**config.mk**
```make
export PLATFORM = sky130hd
export DESIGN_NAME = mem_ctrl
export DESIGN_NICKNAME = d
export VERILOG_FILES = /design/src/rtl/mem_ctrl.sv
export SDC_FILE = /design/constraint.sdc
export NUM_CORES = 1
export LEC_CHECK = 0
export CORE_MARGIN = 3
export CORE_UTILIZATION = 58
export DETAILED_ROUTE_END_ITERATION = 16
export DONT_BUFFER_PORTS = 1
export MAX_ROUTING_LAYER = met4
export PLACE_DENSITY_LB_ADDON = 0.08
export SLEW_MARGIN = 40
export SYNTH_ARGS = -nofsm -noshare
export SYNTH_HDL_FRONTEND = slang
export SYNTH_SLANG_ARGS = --single-unit
```
**constraint.sdc**
```tcl
create_clock -name clk -period 3.4 [get_ports clk]
set_input_delay 0 -clock clk [delete_from_list [all_inputs] [get_ports clk]]
set_output_delay 0 -clock clk [all_outputs]
set_load 0.02 [all_outputs]
```
**src/rtl/mem_ctrl.sv**
```systemverilog
// Byte-serial RAM/IO controller serving instruction fetch and the load/store buffer.
// One transaction at a time, LSB has priority; words are assembled little-endian.
module mem_ctrl #(
    parameter logic [31:0] IO_BASE = 32'h00030000
) (
    input  logic        clk,
    input  logic        rst,
    input  logic        rdy,
    input  logic        clear,
    input  logic        IF_enable,
    input  logic [31:0] IF_addr,
    output logic        IF_data_valid,
    output logic [31:0] IF_data,
    input  logic        LSB_enable,
    input  logic        LSB_is_write,
    input  logic [31:0] LSB_addr,
    input  logic [2:0]  LSB_data_len,
    input  logic [31:0] LSB_write_data,
    output logic        LSB_data_valid,
    output logic [31:0] LSB_data,
    input  logic [7:0]  mem_din,
    output logic [7:0]  mem_dout,
    output logic [31:0] mem_a,
    output logic        mem_wr,
    input  logic        io_buffer_full
);

    typedef enum logic [1:0] {IDLE, READ, WRITE, DONE} state_t;

    state_t      state_q, state_d;
    logic        owner_lsb_q, owner_lsb_d;
    logic        io_q, io_d;
    logic [2:0]  len_q, len_d;
    logic [2:0]  cnt_q, cnt_d;
    logic [31:0] addr_q, addr_d;
    logic [31:0] wdata_q, wdata_d;
    logic [31:0] asm_q, asm_d;
    logic [31:0] mem_a_q, mem_a_d;
    logic [7:0]  mem_dout_q, mem_dout_d;
    logic        mem_wr_q, mem_wr_d;
    logic        if_valid_q, if_valid_d;
    logic [31:0] if_data_q, if_data_d;
    logic        lsb_valid_q, lsb_valid_d;
    logic [31:0] lsb_data_q, lsb_data_d;

    logic [31:0] rd_word;
    logic        lsb_io;
    logic        stall;

    always_comb begin
        state_d     = state_q;
        owner_lsb_d = owner_lsb_q;
        io_d        = io_q;
        len_d       = len_q;
        cnt_d       = cnt_q;
        addr_d      = addr_q;
        wdata_d     = wdata_q;
        asm_d       = asm_q;
        mem_a_d     = mem_a_q;
        mem_dout_d  = mem_dout_q;
        mem_wr_d    = 1'b0;
        if_valid_d  = 1'b0;
        if_data_d   = if_data_q;
        lsb_valid_d = 1'b0;
        lsb_data_d  = lsb_data_q;

        rd_word = asm_q | ({24'h0, mem_din} << {cnt_q, 3'b000});
        lsb_io  = (LSB_addr >= IO_BASE);
        stall   = io_q && io_buffer_full;

        case (state_q)
            IDLE: begin
                if (LSB_enable) begin
                    owner_lsb_d = 1'b1;
                    addr_d      = LSB_addr;
                    wdata_d     = LSB_write_data;
                    len_d       = LSB_data_len;
                    io_d        = lsb_io;
                    cnt_d       = '0;
                    asm_d       = '0;
                    mem_a_d     = LSB_addr;
                    if (LSB_is_write) begin
                        state_d    = WRITE;
                        mem_dout_d = LSB_write_data[7:0];
                        // cnt counts bytes already issued; a full I/O buffer delays byte 0 too
                        if (!(lsb_io && io_buffer_full)) begin
                            mem_wr_d = 1'b1;
                            cnt_d    = 3'd1;
                        end
                    end else begin
                        state_d = READ;
                    end
                end else if (IF_enable && !clear) begin
                    owner_lsb_d = 1'b0;
                    addr_d      = IF_addr;
                    len_d       = 3'd4;
                    io_d        = 1'b0;
                    cnt_d       = '0;
                    asm_d       = '0;
                    mem_a_d     = IF_addr;
                    state_d     = READ;
                end
            end
            READ: begin
                if (clear && !owner_lsb_q) begin
                    state_d = IDLE;
                end else if (cnt_q == len_q - 3'd1) begin
                    asm_d   = rd_word;
                    state_d = DONE;
                    if (owner_lsb_q) begin
                        lsb_valid_d = 1'b1;
                        lsb_data_d  = rd_word;
                    end else begin
                        if_valid_d = 1'b1;
                        if_data_d  = rd_word;
                    end
                end else begin
                    asm_d   = rd_word;
                    cnt_d   = cnt_q + 3'd1;
                    mem_a_d = addr_q + {29'b0, cnt_q} + 32'd1;
                end
            end
            WRITE: begin
                if (cnt_q == len_q) begin
                    state_d     = DONE;
                    lsb_valid_d = 1'b1;
                end else if (!stall) begin
                    mem_a_d    = addr_q + {29'b0, cnt_q};
                    mem_dout_d = 8'(wdata_q >> {cnt_q, 3'b000});
                    mem_wr_d   = 1'b1;
                    cnt_d      = cnt_q + 3'd1;
                end
            end
            DONE: begin
                state_d = IDLE;
            end
            default: begin
                state_d = IDLE;
            end
        endcase
    end

    always_ff @(posedge clk or negedge rst) begin
        if (!rst) begin
            state_q     <= IDLE;
            owner_lsb_q <= 1'b0;
            io_q        <= 1'b0;
            len_q       <= '0;
            cnt_q       <= '0;
            addr_q      <= '0;
            wdata_q     <= '0;
            asm_q       <= '0;
            mem_a_q     <= '0;
            mem_dout_q  <= '0;
            mem_wr_q    <= 1'b0;
            if_valid_q  <= 1'b0;
            if_data_q   <= '0;
            lsb_valid_q <= 1'b0;
            lsb_data_q  <= '0;
        end else if (rdy) begin
            state_q     <= state_d;
            owner_lsb_q <= owner_lsb_d;
            io_q        <= io_d;
            len_q       <= len_d;
            cnt_q       <= cnt_d;
            addr_q      <= addr_d;
            wdata_q     <= wdata_d;
            asm_q       <= asm_d;
            mem_a_q     <= mem_a_d;
            mem_dout_q  <= mem_dout_d;
            mem_wr_q    <= mem_wr_d;
            if_valid_q  <= if_valid_d;
            if_data_q   <= if_data_d;
            lsb_valid_q <= lsb_valid_d;
            lsb_data_q  <= lsb_data_d;
        end
    end

    // A flush in the DONE cycle must still suppress the already-registered fetch pulse
    assign IF_data_valid  = if_valid_q & ~clear;
    assign IF_data        = if_data_q;
    assign LSB_data_valid = lsb_valid_q;
    assign LSB_data       = lsb_data_q;
    assign mem_a          = mem_a_q;
    assign mem_dout       = mem_dout_q;
    assign mem_wr         = mem_wr_q & rdy;

endmodule

```
### After elaboration in Yosys (flattened, before gate mapping)

Index checks and enable logic that the tools add are counted.

| word-level totals | value |
|---|---|
| bits in registers | 213 |
| input bits | 115 |
| word-level logic and storage cells | 113 |

| operators by class | value |
|---|---|
| add/sub/neg operators | 4 |
| $lt $le $gt $ge | 1 |
| equal/unequal tests | 14 |
| shift operators | 2 |
| muxes and demuxes | 52 |
| bitwise operators | 6 |
| reduce and logical (&&, ||, !) cells | 19 |

Operator list:

| cell | count |
|---|---|
| 2-to-1 mux 32 bit | 9 |
| one-hot mux 32 bit (3 select lines) | 1 |
| one-hot mux 32 bit (2 select lines) | 1 |
| adder 32 x 1 -> 32 bit (second input constant) | 1 |
| adder 32 x 3 -> 32 bit | 1 |
| >= comparator 32 x 18 -> 1 bit (second input constant) | 1 |
| 2-to-1 mux 8 bit | 4 |
| OR 32 bit | 1 |
| left shift 8 x 6 -> 32 bit | 1 |
| right shift 32 x 6 -> 8 bit | 1 |
| 2-to-1 mux 3 bit | 8 |
| 2-to-1 mux 1 bit | 18 |
| one-hot mux 8 bit (2 select lines) | 1 |
| inequality test 2 bit (second input constant) | 7 |
| 2-to-1 mux 2 bit | 6 |
| AND reduction 5 bit | 2 |
| one-hot mux 3 bit (3 select lines) | 1 |
| one-hot mux 2 bit (4 select lines) | 1 |
| AND reduction 4 bit | 2 |
| AND reduction 7 bit | 1 |
| == test 3 bit | 2 |
| inequality test 3 bit (second input constant) | 2 |
| AND reduction 3 bit | 2 |
| AND reduction 6 bit | 1 |
| other kinds (12) | 23 |

### Longest topological paths before layout

Gate-level depths: netlist of the first run.

| logic depth | value |
|---|---|
| word-level depth | 6 |
| gate-level depth with buffers | 13 |

### Worst setup path after synthesis of the first run

Ideal clock, no wire load.

| timing | value |
|---|---|
| kind | reg2reg |
| start point | register cnt_q[1] |
| end point | register mem_a_q[21], in the netlist mem_a[21] |
| data arrival time | 3.367 ns |
| data required time | 3.335 ns |
| setup slack | -0.033 ns |
| stages on the path, launching flop included | 13 |
| period minus slack after synthesis | 3.433 ns |
| cells stage by stage | dfrtp_1 -> clkbuf_1 -> inv_1 -> fa_1 -> xnor2_1 -> and3_1 -> nand2_1 -> or3_1 -> buf_2 -> or4_4 -> o21a_1 -> a2111oi_1 -> o22a_1 |

| between the ends | value |
|---|---|
| word-level cells in the longest chain between the ends | 5 |
| elaborated cells between the ends (all ways) | 12 |

RTL lines:

| what | line | RTL |
|---|---|---|
| from (decl) | 34 | `logic [2:0] cnt_q, cnt_d;` |
| from (signal assigned) | 165 | `cnt_q <= cnt_d;` |
| adder 32 x 3 -> 32 bit | 120, 128 |  |
| adder 32 x 1 -> 32 bit | 120 | `mem_a_d = addr_q + {29'b0, cnt_q} + 32'd1;` |
| 2-to-1 mux 32 bit | 107 | `end else if (cnt_q == len_q - 3'd1) begin` |
| 2-to-1 mux 32 bit | 105 | `if (clear && !owner_lsb_q) begin` |
| one-hot mux 32 bit (3 select lines) | 71 | `case (state_q)` |
| to (signal assigned) | 169 | `mem_a_q <= mem_a_d;` |
| to (decl) | 38 | `logic [31:0] mem_a_q, mem_a_d;` |

Several ways; a longest one is shown, not always the timed one. The select of a mux whose other input is x is not followed.
A chain may end at the register's enable or synchronous reset.

### Worst setup path after layout of the first run

| timing | value |
|---|---|
| start point | register cnt_q[0] |
| end point | register mem_a_q[20], in the netlist mem_a[20] |

Same word-level chain as after synthesis.

==> results of run 1 <==
-- critical path: stages, from the launching register on --
cell and delay [ns]:
dfrtp_1 0.35, ha_1 0.18, inv_1 0.06, fa_2 0.38, nor2b_2 0.19, o2111ai_1 0.18, buf_4 0.24, nor3_1 0.26
o22ai_2 0.19, or3b_2 0.51, nor3_1 0.32, xor2_1 0.17, o21ai_0 0.10
-- cell usage after synthesis (4+ instances only) --
cell type and instances:
o21a_1 6, o221ai_1 5, o21ai_0 127, buf_1 13
nand4_1 10, nor3_1 22, xor2_1 19, clkbuf_1 58
nand3_1 28, a21o_1 4, mux2i_1 40, nand2_1 258
dfrtp_1 213, and2_1 14, nor3b_1 6, nor4_1 17
buf_2 4, ha_1 10, a2bb2oi_1 4, mux4_2 8
buf_6 4, xnor2_1 21, a31oi_1 4, or3_1 5
nor2_1 74, a22o_1 5, o22ai_1 4, a31o_2 6
a22oi_1 8, and3_1 9, a21oi_1 99, o31ai_1 14
inv_1 21
-- through the flow --
stage | utilization, % | instances | setup TNS, ns | hold slack, ns
2_1_floorplan | - | 1221 | 0 | -0.296
3_3_place_gp | 62.3 | 1417 | 0 | -0.289
3_5_place_dp | 62.4 | 1418 | 0 | -0.290
4_1_cts | 74.8 | 1610 | 0 | -0.853
5_1_grt | 75.4 | 1612 | -0.00986 | -0.860
6_report | 75.4 | 1612 | 0 | -0.840
-- where the power goes --
part           switching (W)  internal [W]
clock network        0.00106       0.00141
logic                0.00286       0.00220
registers            0.00145       0.00354
-- layer usage --
layer / track usage (%) / vias to the layer above / routed length, um / part of all wire (%)
met1: 41.6 / 4800 / 13800 / 41
met5: - / - / 0 / 0
met4: 9.91 / 0 / 986 / 2.9
met3: 7.61 / 86 / 2660 / 7.9
met2: 52.9 / 437 / 16200 / 48
li1: - / 4606 / - / -
-- registers in the layout (all words and copies together) (netlist names), 2 cells and up --
register,cells
mem_a,32
state_q,2
IF_data,32
mem_dout,8
addr_q,32
asm_q,32
LSB_data,32
len_q,3
cnt_q,3
wdata_q,32
-- layout make-up --
class	instances	area (um2)
Clock buffer	33	684
Clock inverter	7	68.8
Fill cell	1273	4520
Inverter	22	82.6
Multi-Input combinational cell	905	5400
Sequential cell	213	5330
Tap cell	229	287
Timing Repair Buffer	203	1960
-- placed cells by master (no fill, tap or decap), drive strengths merged, types with 5 or more instances in the layout --
master       synthesis  layout
nor3b                6       6
and3                 9       9
nor2                74      74
xnor2               22      22
nand4               11      11
nor3                22      22
a31o                 6       6
and2                14      14
dlygate4sd3          0     152
nand2              259     259
dfrtp              213     213
clkinv               1       6
xor2                19      19
o31ai               14      14
ha                  10      10
or3                  6       6
o21a                 6       6
inv                 21      21
clkbuf              59      33
buf                 22      51
o21ai              129     129
mux2i               40      40
nor4                20      20
a22oi                8       8
mux4                 8       8
a21oi               99      99
a22o                 5       5
o221ai               6       6
nand3               29      29
-- timing repair --
item | in CTS | in global routing
hold endpoints to repair | 424 | 213
gates resized for setup | 0 | 14
endpoints found under the setup margin | 0 | 14
buffers inserted | 0 | 2
-- how the worst min path moves through the flow --
stage	endpoint	slack (ns)	depth (start not counted)
after global placement	mem_a[10]$_DFFE_PN0P_	-0.29	0
after global routing	mem_a[10]$_DFFE_PN0P_	-0.86	0
after CTS	mem_a[8]$_DFFE_PN0P_	-0.85	0
final	mem_a[13]$_DFFE_PN0P_	-0.84	0
after detailed placement	mem_a[10]$_DFFE_PN0P_	-0.29	0
after floorplan	IF_data[0]$_DFFE_PN0P_	-0.30	0
-- kinds of logic (layout without fill, tap and decap cells) --
group / Yosys count / after routing / share of synthesized area (%)
AOI/OAI and AO/OA: 332 / 332 / 18.4
xor gates and xnor gates: 41 / 41 / 3.32
adders and majority gates: 11 / 11 / 1.31
buffers and inverters: 103 / 265 / 3.88
DFF: 213 / 213 / 48.2
muxes: 51 / 51 / 5.56
and+or+nand+nor: 470 / 470 / 19.4
==> qor.txt, run 1 <==
========================================================================================================
Outcome                                                                                     finished, violations left
Failing checks                                                                              negative hold slack
Unrepaired setup endpoints after global routing                                                      yes
Root Driver                                                                                    clkbuf_16
Area of placed instances                                                                       11400 um2
Global-route total usage across every layer                                                        32.8%
Pre-Repair DR Iteration Count                                                                          5
Syn. warnings                                                                                          0
Cell area after layout                                                                         13800 um2
Std-Cell Core Area                                                                             18300 um2
Max-cap check violation count                                                                          0
Total of buffers placed on input and output ports                                                      0
Number of buffers created by CTS                                                                      24
Antenna violations before repair                                                                       0
First-pass GRT wire length                                                                      52600 um
Length in cells of the worst reg-to-reg path                                                          12
Post-Synthesis Cells                                                                                1221
TritonCTS clock tree                                                                                 yes
Worst setup slack for register-to-register paths                                                 0.15 ns
Vias/cell                                                                                           6.16
Slew at the pin with the worst max-slew slack                                                   0.727 ns
Antenna diodes                                                                                         0
I/O Pins                                                                                             222
Effective utilization at floorplan                                                                 60.3%
Area contributors post-synth                                                                dfrtp_1, nand2_1, o21ai_0
Final Max Tran Viols                                                                                   0
Crit path to                                                                                mem_a[20]$_DFFE_PN0P_
Number of enable flip-flop cells after synthesis                                                       0
Setup violation total in the final timing report                                                       0
Total number of vias                                                                                9929
Peak Freq                                                                                        307 MHz
Sequential fraction of the synthesis area                                                          48.2%
Rel. slew slack                                                                                    51.1%
Skew-Pair Late Insertion Delay                                                                   0.54 ns
Post-Syn Nets                                                                                       1347
Worst Path Required                                                                              3.81 ns
Synthesis-stage register bit count                                                                   213
Worst EP arrival                                                                                 3.66 ns
Distinct cell type count of the synthesized netlist                                                   84
Cell type contributing the most total cell area after synthesis                                  dfrtp_1
Worst min-delay path category                                                                   in2async
Via count of the first global-routing pass                                                          9964
Final worst-path cycle share                                                                       95.7%
Number of design rule violations left after detail routing                                             0
Final-report hold violation count                                                                    213
Worst flop-to-flop path startpoint                                                          cnt_q[0]$_DFFE_PN0P_
WL per Instance                                                                                  20.9 um
Worst Setup Slack, final                                                                        0.145 ns
Max VDD drop                                                                                  0.000695 V
Total congestion overflow                                                                              0
Final worst clock skew                                                                         0.0102 ns
Final Power                                                                                     0.0125 W
Fraction of layout instances using a drive strength above 1                                        10.4%
Max Fanout on Critical Path                                                                           13
Minimum period implied by the final worst setup slack                                            3.25 ns
Async set-reset flop share out of synthesis                                                         100%
GPL Wtd Cong                                                                                       0.911
Critical path class                                                                              reg2reg
Pin count of the biggest net entering global routing                                                 214
Layout net count                                                                                    1495
Die boundary width                                                                                144 um
Placement Setup Slack                                                                          0.0455 ns
Synthesized area per cell                                                                       9.05 um2
Clock tree sinks                                                                                     213
Site Rows                                                                                             49
Die ar.                                                                                        20800 um2
First element of the critical path                                                          cnt_q[0]$_DFFE_PN0P_
Area growth from synthesis to layout                                                               25.0%
Post-synthesis cell area                                                                       11100 um2
Leakage dissipation                                                                              6.09 nW
Post-CTS clock slew at the launch and capture registers of the worst setup and hold paths        0.06 ns
H-tree level count                                                                                     1
Worst hold slack                                                                               -0.840 ns
Initial drt markers                                                                                  705
Buffer depth of the longest clock path                                                                 3
Die Ht                                                                                            144 um
Cell area power density                                                                       906 nW/um2
Total wire length after detailed routing                                                        33600 um
Critical Path Sink Type                                                                        flip-flop
Post-detail-place hpwl                                                                          20600 um
Yosys top cell area share                                                                          48.2%
Antenna viol nets, final                                                                               0
Primary FF master, synth                                                                         dfrtp_1
Capture instance of the worst register-to-register path                                     mem_a[20]$_DFFE_PN0P_
Number of buffers inserted for hold repair after clock tree synthesis                                152
Setup crit start kind                                                                          flip-flop
========================================================================================================
No activity file was read; power rests on OpenSTA's default activity.
==> inputs of run 2 (changes only) <==
- ABC_AREA: not set -> 1
- CORE_UTILIZATION: 58 -> 50
==> run 2 against run 1 <==
The run still ends with negative hold slack left. Core utilization fell by 14 points. Non-clock buffer count fell by 48. Sequential power rose by 6.8%. Wire length rose by 16%. Die area rose by 25%. Clock-buffer cell count rose by 1. Area after synthesis rose by 8.7%. Clock power rose by 11%. Worst hold slack improved by 0.019 ns. Worst setup slack improved by 0.063 ns. Critical path type unchanged.
==> qor.txt, run 2 <==
========================================================================================================
Leading cell type in the layout, fill and taps excluded                                          nand2_1
Async set-reset flop share out of synthesis                                                         100%   unchanged
Vias/cell                                                                                           5.53   -10%
Buffer depth of the longest clock path                                                                 3   unchanged
Total number of vias                                                                               11600   +16%
Rel. slew slack                                                                                    50.0%   -1.1 points
Skew-Pair Late Insertion Delay                                                                   0.52 ns   -0.02 ns
Buffers & Inverters on Critical Path                                                                   5   +3
Post-Place Cells                                                                                    1910   +35%
Via count of the first global-routing pass                                                         11000   +11%
Peak Freq                                                                                        313 MHz   +2.0%
Die Ht                                                                                            161 um   +12%
Final worst clock skew                                                                         0.0166 ns   +0.00637 ns
Total wire length after detailed routing                                                        38900 um   +16%
Final Max Tran Viols                                                                                   0   unchanged
Final-report hold violation count                                                                    213   unchanged
Pre-Repair DR Iteration Count                                                                          8   +3
Post-Synthesis Cells                                                                                1636   +34%
Cell area power density                                                                       923 nW/um2   +1.9%
Die ar.                                                                                        25900 um2   +25%
Antenna violations before repair                                                                       0   unchanged
Worst EP arrival                                                                                 3.59 ns   -0.07 ns
Initial drt markers                                                                                 1016   +44%
Post-Syn Nets                                                                                       1762   +31%
WL per Instance                                                                                  18.6 um   -11%
Critical Path Sink Type                                                                        flip-flop
Leakage dissipation                                                                              6.80 nW   +12%
Critical path class                                                                              reg2reg
Worst Path Required                                                                              3.80 ns   about the same
TritonCTS clock tree                                                                                 yes
Most frequent cells in the layout                                                           nand2_1, dfrtp_1, o21ai_0, inv_1, dlygate4sd3_1
Number of buffers created by CTS                                                                      24   unchanged
Final worst-path cycle share                                                                       93.9%   -1.9 points
Fraction of layout instances using a drive strength above 1                                        8.65%   -1.8 points
Area of placed instances                                                                       12300 um2   +7.9%
Total negative setup slack                                                                          0 ns   unchanged
Non-filler cells in the finished layout                                                             2087   +29%
Cell class contributing the biggest share of worst-path delay                               buffers and inverters
Post-CTS clock slew at the launch and capture registers of the worst setup and hold paths        0.06 ns   about the same
Syn. warnings                                                                                          0   unchanged
Synthesis-stage register bit count                                                                   213   unchanged
Cell type contributing the most total cell area after synthesis                                  dfrtp_1
Worst hold slack                                                                               -0.820 ns   +0.0194 ns
Slew at the pin with the worst max-slew slack                                                   0.750 ns   +0.0229 ns
Length in cells of the worst reg-to-reg path                                                          12   unchanged
Number of enable flip-flop cells after synthesis                                                       0   unchanged
Synthesized area per cell                                                                       7.34 um2   -19%
Stages on the worst setup path                                                                        12   unchanged
Slowest library cell on the worst path                                                      dlygate4sd3_1
Worst-path cell chain                                                                       inv_1, ha_1, inv_1, o21ai_0, nor4_1, and3_2, inv_1, buf_12, a31oi_1, dlygate4sd3_1, nand2_1, nand2_1
Number of design rule violations left after detail routing                                             0   unchanged
Proportion of power drawn by combinational gates                                                   39.9%   -0.5 points
Setup repair bufs after CTS                                                                            0   unchanged
Std-Cell Core Area                                                                             23500 um2   +28%
Commonest cells post-synth                                                                  nand2_1, dfrtp_1, o21ai_0
Sequential fraction of the synthesis area                                                          44.4%   -3.9 points
Clk pwr share                                                                                      20.4%   +0.6 points
Post-detail-place hpwl                                                                          26700 um   +29%
H-tree level count                                                                                     1   unchanged
Max-cap check violation count                                                                          0   unchanged
Post-synthesis cell area                                                                       12000 um2   +8.7%
Total congestion overflow                                                                              0   unchanged
Global-route total usage across every layer                                                        30.6%   -2.2 points
Share of power burned in registers                                                                 39.7%   -0.2 points
Critical path's most frequent cell                                                                 inv_1
Antenna viol nets, final                                                                               0   unchanged
Die boundary width                                                                                161 um   +12%
Primary FF master, synth                                                                         dfrtp_1
Worst min-delay path category                                                                   in2async
Yosys top cell area share                                                                          44.4%   -3.9 points
Outcome                                                                                     finished, violations left
Number of buffers inserted for hold repair after clock tree synthesis                                135   -11%
Root Driver                                                                                    clkbuf_16
Pin count of the biggest net entering global routing                                                 214   unchanged
Cell area after layout                                                                         14500 um2   +5.3%
P_int                                                                                          0.00720 W   +0.71%
Max VDD drop                                                                                  0.000576 V   -17%
Most frequent cell after synthesis                                                               nand2_1
Unrepaired setup endpoints after global routing                                                       no
Switching part of the total                                                                        46.4%   +3.5 points
FILL cells                                                                                          2155   +69%
Layout net count                                                                                    1878   +26%
Setup violation total in the final timing report                                                       0   unchanged
Area growth from synthesis to layout                                                               21.1%
Failing checks                                                                              negative hold slack
Minimum period implied by the final worst setup slack                                            3.19 ns   -0.0633 ns
Total of buffers placed on input and output ports                                                      0   unchanged
Max Fanout on Critical Path                                                                           40   +27
Antenna diodes                                                                                         0   unchanged
Setup crit start kind                                                                          flip-flop
Final Power                                                                                     0.0134 W   +7.3%
First-pass GRT wire length                                                                      62000 um   +18%
Switching component of the power                                                               0.00622 W   +16%
Site Rows                                                                                             56   +14%
Effective utilization at floorplan                                                                 51.0%   -9.3 points
Largest stage delay on the critical path                                                         0.59 ns   +0.08 ns
GPL Wtd Cong                                                                                       0.962   +5.6%
Area contributors post-synth                                                                dfrtp_1, nand2_1, o21ai_0
Clock tree sinks                                                                                     213   unchanged
I/O Pins                                                                                             222   unchanged
Distinct cell type count of the synthesized netlist                                                   48   -43%
========================================================================================================
[run 2: what timing repair did]
item	CTS	global route
resized for setup	0	2
endpoints found under the hold margin	385	213
endpoints found under the setup margin	0	2
[run 2: final cells by class]
class	count	area, um2	area share [%]
multi-input combinational	1206	5880	40.4
clock buffer	34	719	4.94
sequential	213	5330	36.6
clock inverter	8	124	0.851
tap	319	399	2.74
inverter	152	571	3.92
timing repair buffer	155	1520	10.5
[run 2: final timing paths]
check                                             start                 endpoint  slack, ns
worst max-delay path             state_q[0]$_DFFE_PN0P_    mem_a[21]$_DFFE_PN0P_       0.21
worst min-delay path                                rst   addr_q[15]$_DFFE_PN0P_      -0.82
worst max register to register   state_q[0]$_DFFE_PN0P_    mem_a[21]$_DFFE_PN0P_       0.21
worst min register to register  wdata_q[17]$_DFFE_PN0P_  wdata_q[17]$_DFFE_PN0P_       0.47
max in group asynchronous                           rst     mem_a[9]$_DFFE_PN0P_       3.71
min in group clk                             LSB_enable    mem_a[28]$_DFFE_PN0P_       0.04
[run 2: cells by family after synthesis]
kind of cell | after synthesis | share of synthesized area [%]
mux | 47 | 4.25
fa+ha+maj | 11 | 1.21
compound gates | 257 | 11.7
buf+inv | 217 | 7.01
xor+xnor | 8 | 0.583
simple gates | 883 | 30.9
flops | 213 | 44.4
[run 2: worst reg2reg max path, cell delays in order, from the launching register on]
cell and delay [ns]:
dfrtp_1 0.40, inv_1 0.14, ha_1 0.32, inv_1 0.14
o21ai_0 0.48, nor4_1 0.08, and3_2 0.34, inv_1 0.14
buf_12 0.23, a31oi_1 0.09, dlygate4sd3_1 0.59, nand2_1 0.07
nand2_1 0.04
[run 2: metrics by stage]
stage          utilization [%]  setup slack, ns
3_5_place_dp              52.4            0.353
2_1_floorplan                -            0.875
5_1_grt                   61.8          0.00124
4_1_cts                   61.8            0.107
3_3_place_gp              52.4            0.404
6_report                  61.8            0.208
[run 2: power groups by stage]
stage               Clock (W)  Combinational (W)  Sequential (W)
finish                0.00273            0.00536         0.00533
global route          0.00289            0.00606         0.00548
CTS                   0.00279            0.00529         0.00533
detailed placement          0            0.00502         0.00536
global placement            0            0.00494         0.00534
floorplan                   0            0.00375         0.00501
[run 2: metal layers]
| metal | wire length [um] | vias to the layer above | GRT usage (%) |
|---|---|---|---|
| met1 | 17400 | 5455 | 43.0 |
| met2 | 17300 | 490 | 46.2 |
| li1 | - | 5512 | - |
| met5 | 0 | - | - |
| met3 | 2960 | 94 | 5.33 |
| met4 | 1250 | 0 | 8.33 |
==> inputs of run 3 (changes only) <==
- clock period: 3.4 -> 3.45 ns (I/O delays scaled with it)
==> run 3 against run 2 <==
The flow still finishes with violations (negative hold slack). Die area is the same. Worst hold slack improved by 0.00070 ns. Global-route usage is 0.67 points higher. Worst setup slack better by 0.072 ns. Cell count is 0.38% higher. Sequential power is 1% lower. Core utilization rose by 0.074 points. Flip-flop and latch count did not move. Register-to-register slack improved by 0.07 ns. Total power down 1.9%. First-iteration DRC count grew 6.0%.
==> qor.txt, run 3 (synthesis gave the netlist of run 2 again) <==
========================================================================================================
Outcome                                                                                     finished, violations left
Failing checks                                                                              negative hold slack
Switching component of the power                                                               0.00621 W   -0.19%
Cell area after layout                                                                         14600 um2   +0.12%
Cell area power density                                                                       904 nW/um2   -2.0%
Wire length on met2                                                                             18100 um   +4.6%
Setup repair bufs after CTS                                                                            0   unchanged
Rel. slew slack                                                                                    49.6%   -0.37 points
Worst flop-to-flop path startpoint                                                          state_q[0]$_DFFE_PN0P_
Number of buffers created by CTS                                                                      25   +4.2%
P_int                                                                                          0.00696 W   -3.4%
WL per Instance                                                                                  19.2 um   +2.7%
Global-route total usage across every layer                                                        31.3%   +0.67 points
Layout net count                                                                                    1886   +0.43%
Final worst-path cycle share                                                                       91.9%   -2.0 points
Slew at the pin with the worst max-slew slack                                                   0.751 ns   +0.000935 ns
Total number of vias                                                                               11600   +0.48%
Worst EP arrival                                                                                 3.58 ns   about the same
Switching part of the total                                                                        47.2%   +0.80 points
Post-cts sizing count                                                                                  0   unchanged
Site Rows                                                                                             56   unchanged
Setup violation total in the final timing report                                                       0   unchanged
Antenna viol nets, final                                                                               0   unchanged
Final Power                                                                                     0.0132 W   -1.9%
First-pass GRT wire length                                                                      62700 um   +1.1%
Max-cap check violation count                                                                          0   unchanged
Worst setup slack for register-to-register paths                                                 0.28 ns   +0.07 ns
Total wire length after detailed routing                                                        40100 um   +3.1%
Unrepaired setup endpoints after global routing                                                       no
Antenna violations before repair                                                                       0   unchanged
Initial drt markers                                                                                 1077   +6.0%
Worst hold slack                                                                               -0.819 ns   +0.000701 ns
Post-layout util                                                                                   61.9%   +0.074 points
Area growth from synthesis to layout                                                               21.2%
Proportion of power drawn by combinational gates                                                   40.4%   +0.5 points
Peak Freq                                                                                        316 MHz   +0.70%
Fraction of layout instances using a drive strength above 1                                        8.39%   -0.26 points
Area of placed instances                                                                       12300 um2   unchanged
Setup crit start kind                                                                          flip-flop
Topmost layer with routed signal wires                                                              met4
H-tree level count                                                                                     1   unchanged
Post-CTS clock slew at the launch and capture registers of the worst setup and hold paths        0.06 ns   about the same
Number of design rule violations left after detail routing                                             0   unchanged
Antenna diodes                                                                                         0   unchanged
Total congestion overflow                                                                              0   unchanged
Critical Path Sink Type                                                                        flip-flop
Max Fanout on Critical Path                                                                           40   unchanged
Post-detail-place hpwl                                                                          26800 um   +0.61%
Total negative setup slack                                                                          0 ns   unchanged
Worst Path Required                                                                              3.86 ns   +0.06 ns
Capture instance of the worst register-to-register path                                     mem_a[23]$_DFFE_PN0P_
Most frequent cells in the layout                                                           nand2_1, dfrtp_1, o21ai_0, dlygate4sd3_1, inv_1
Final-report hold violation count                                                                    213   unchanged
Final Max Tran Viols                                                                                   0   unchanged
Length in cells of the worst reg-to-reg path                                                          12   unchanged
Pin count of the biggest net entering global routing                                                 214   unchanged
Die ar.                                                                                        25900 um2   unchanged
First element of the critical path                                                          state_q[0]$_DFFE_PN0P_
TritonCTS clock tree                                                                                 yes
Met3 layer wire length in the routed design                                                      3400 um   +15%
Non-filler cells in the finished layout                                                             2095   +0.38%
Std-Cell Core Area                                                                             23500 um2   unchanged
Buffer depth of the longest clock path                                                                 3   unchanged
Critical path class                                                                              reg2reg
Die boundary width                                                                                161 um   unchanged
Number of buffers inserted for hold repair after clock tree synthesis                                142   +5.2%
Via count of the first global-routing pass                                                         11300   +2.3%
Effective utilization at floorplan                                                                 51.0%   unchanged
Clk pwr share                                                                                      19.7%   -0.7 points
Leakage dissipation                                                                              6.80 nW   about the same
Crit path to                                                                                mem_a[23]$_DFFE_PN0P_
Vias/cell                                                                                           5.54   about the same
GPL Wtd Cong                                                                                       0.944   -1.9%
Max VDD drop                                                                                  0.000546 V   -5.3%
Met1 layer wirelength in the final routing                                                      17600 um   +1.2%
Pre-Repair DR Iteration Count                                                                          5   -3
Final worst clock skew                                                                        0.00873 ns   -0.00787 ns
Leading cell type in the layout, fill and taps excluded                                          nand2_1
Clock tree sinks                                                                                     213   unchanged
Die Ht                                                                                            161 um   unchanged
Total of buffers placed on input and output ports                                                      0   unchanged
Share of power burned in registers                                                                 39.9%   +0.2 points
Skew-Pair Late Insertion Delay                                                                   0.51 ns   about the same
Minimum period implied by the final worst setup slack                                            3.17 ns   -0.0221 ns
I/O Pins                                                                                             222   unchanged
Root Driver                                                                                    clkbuf_16
Worst min-delay path category                                                                   in2async
Post-Place Cells                                                                                    1910   unchanged
========================================================================================================
==> run 3: through the flow <==
step | hold WS, ns | setup WS, ns
detailed placement | -0.289 | 0.455
global route | -0.842 | 0.0296
floorplan | -0.296 | 0.925
CTS | -0.835 | 0.289
finish | -0.819 | 0.281
global placement | -0.290 | 0.538
==> run 3: worst min path at each step <==
stage / startpoint / to / slack (ns) / cells past startpoint
2_1_floorplan: rst / IF_data[0]$_DFFE_PN0P_ / -0.30 / 0
3_3_place_gp: rst / addr_q[21]$_DFFE_PN0P_ / -0.29 / 0
3_5_place_dp: rst / addr_q[21]$_DFFE_PN0P_ / -0.29 / 0
4_1_cts: rst / addr_q[19]$_DFFE_PN0P_ / -0.84 / 0
5_1_grt: rst / addr_q[19]$_DFFE_PN0P_ / -0.84 / 0
6_report: rst / addr_q[19]$_DFFE_PN0P_ / -0.82 / 0
==> run 3: metal layers <==
metal / vias up / GRT usage, %
li1: 5520 / -
met1: 5506 / 42.8
met2: 506 / 48.4
met3: 74 / 6.26
met4: 0 / 7.63
met5: - / -
==> run 3: cell type report <==
cell class | instances | area (um2)
multi-input cells | 1206 | 5880
clock buffers | 33 | 686
repair buffers | 162 | 1590
well taps | 319 | 399
clock inverters | 10 | 109
fillers | 2146 | 8980
flip-flops and latches | 213 | 5330
inverters | 152 | 571
==> run 3: worst max-delay path, cell delays in order, from the launching register on <==
cell	delay, ns
dfrtp_1	0.40
inv_1	0.13
ha_1	0.33
inv_1	0.16
o21ai_0	0.47
nor4_1	0.08
and3_1	0.32
inv_1	0.15
buf_12	0.25
a31oi_1	0.06
dlygate4sd3_1	0.59
nand2_1	0.07
nand2_1	0.04
==> run 3: power by group through the flow <==
stage	logic, W	registers (W)	clock network (W)
CTS	0.00525	0.00524	0.00263
detailed placement	0.00499	0.00527	0
global route	0.00599	0.00539	0.00273
global placement	0.00493	0.00525	0
finish	0.00533	0.00526	0.00259
floorplan	0.00370	0.00494	0
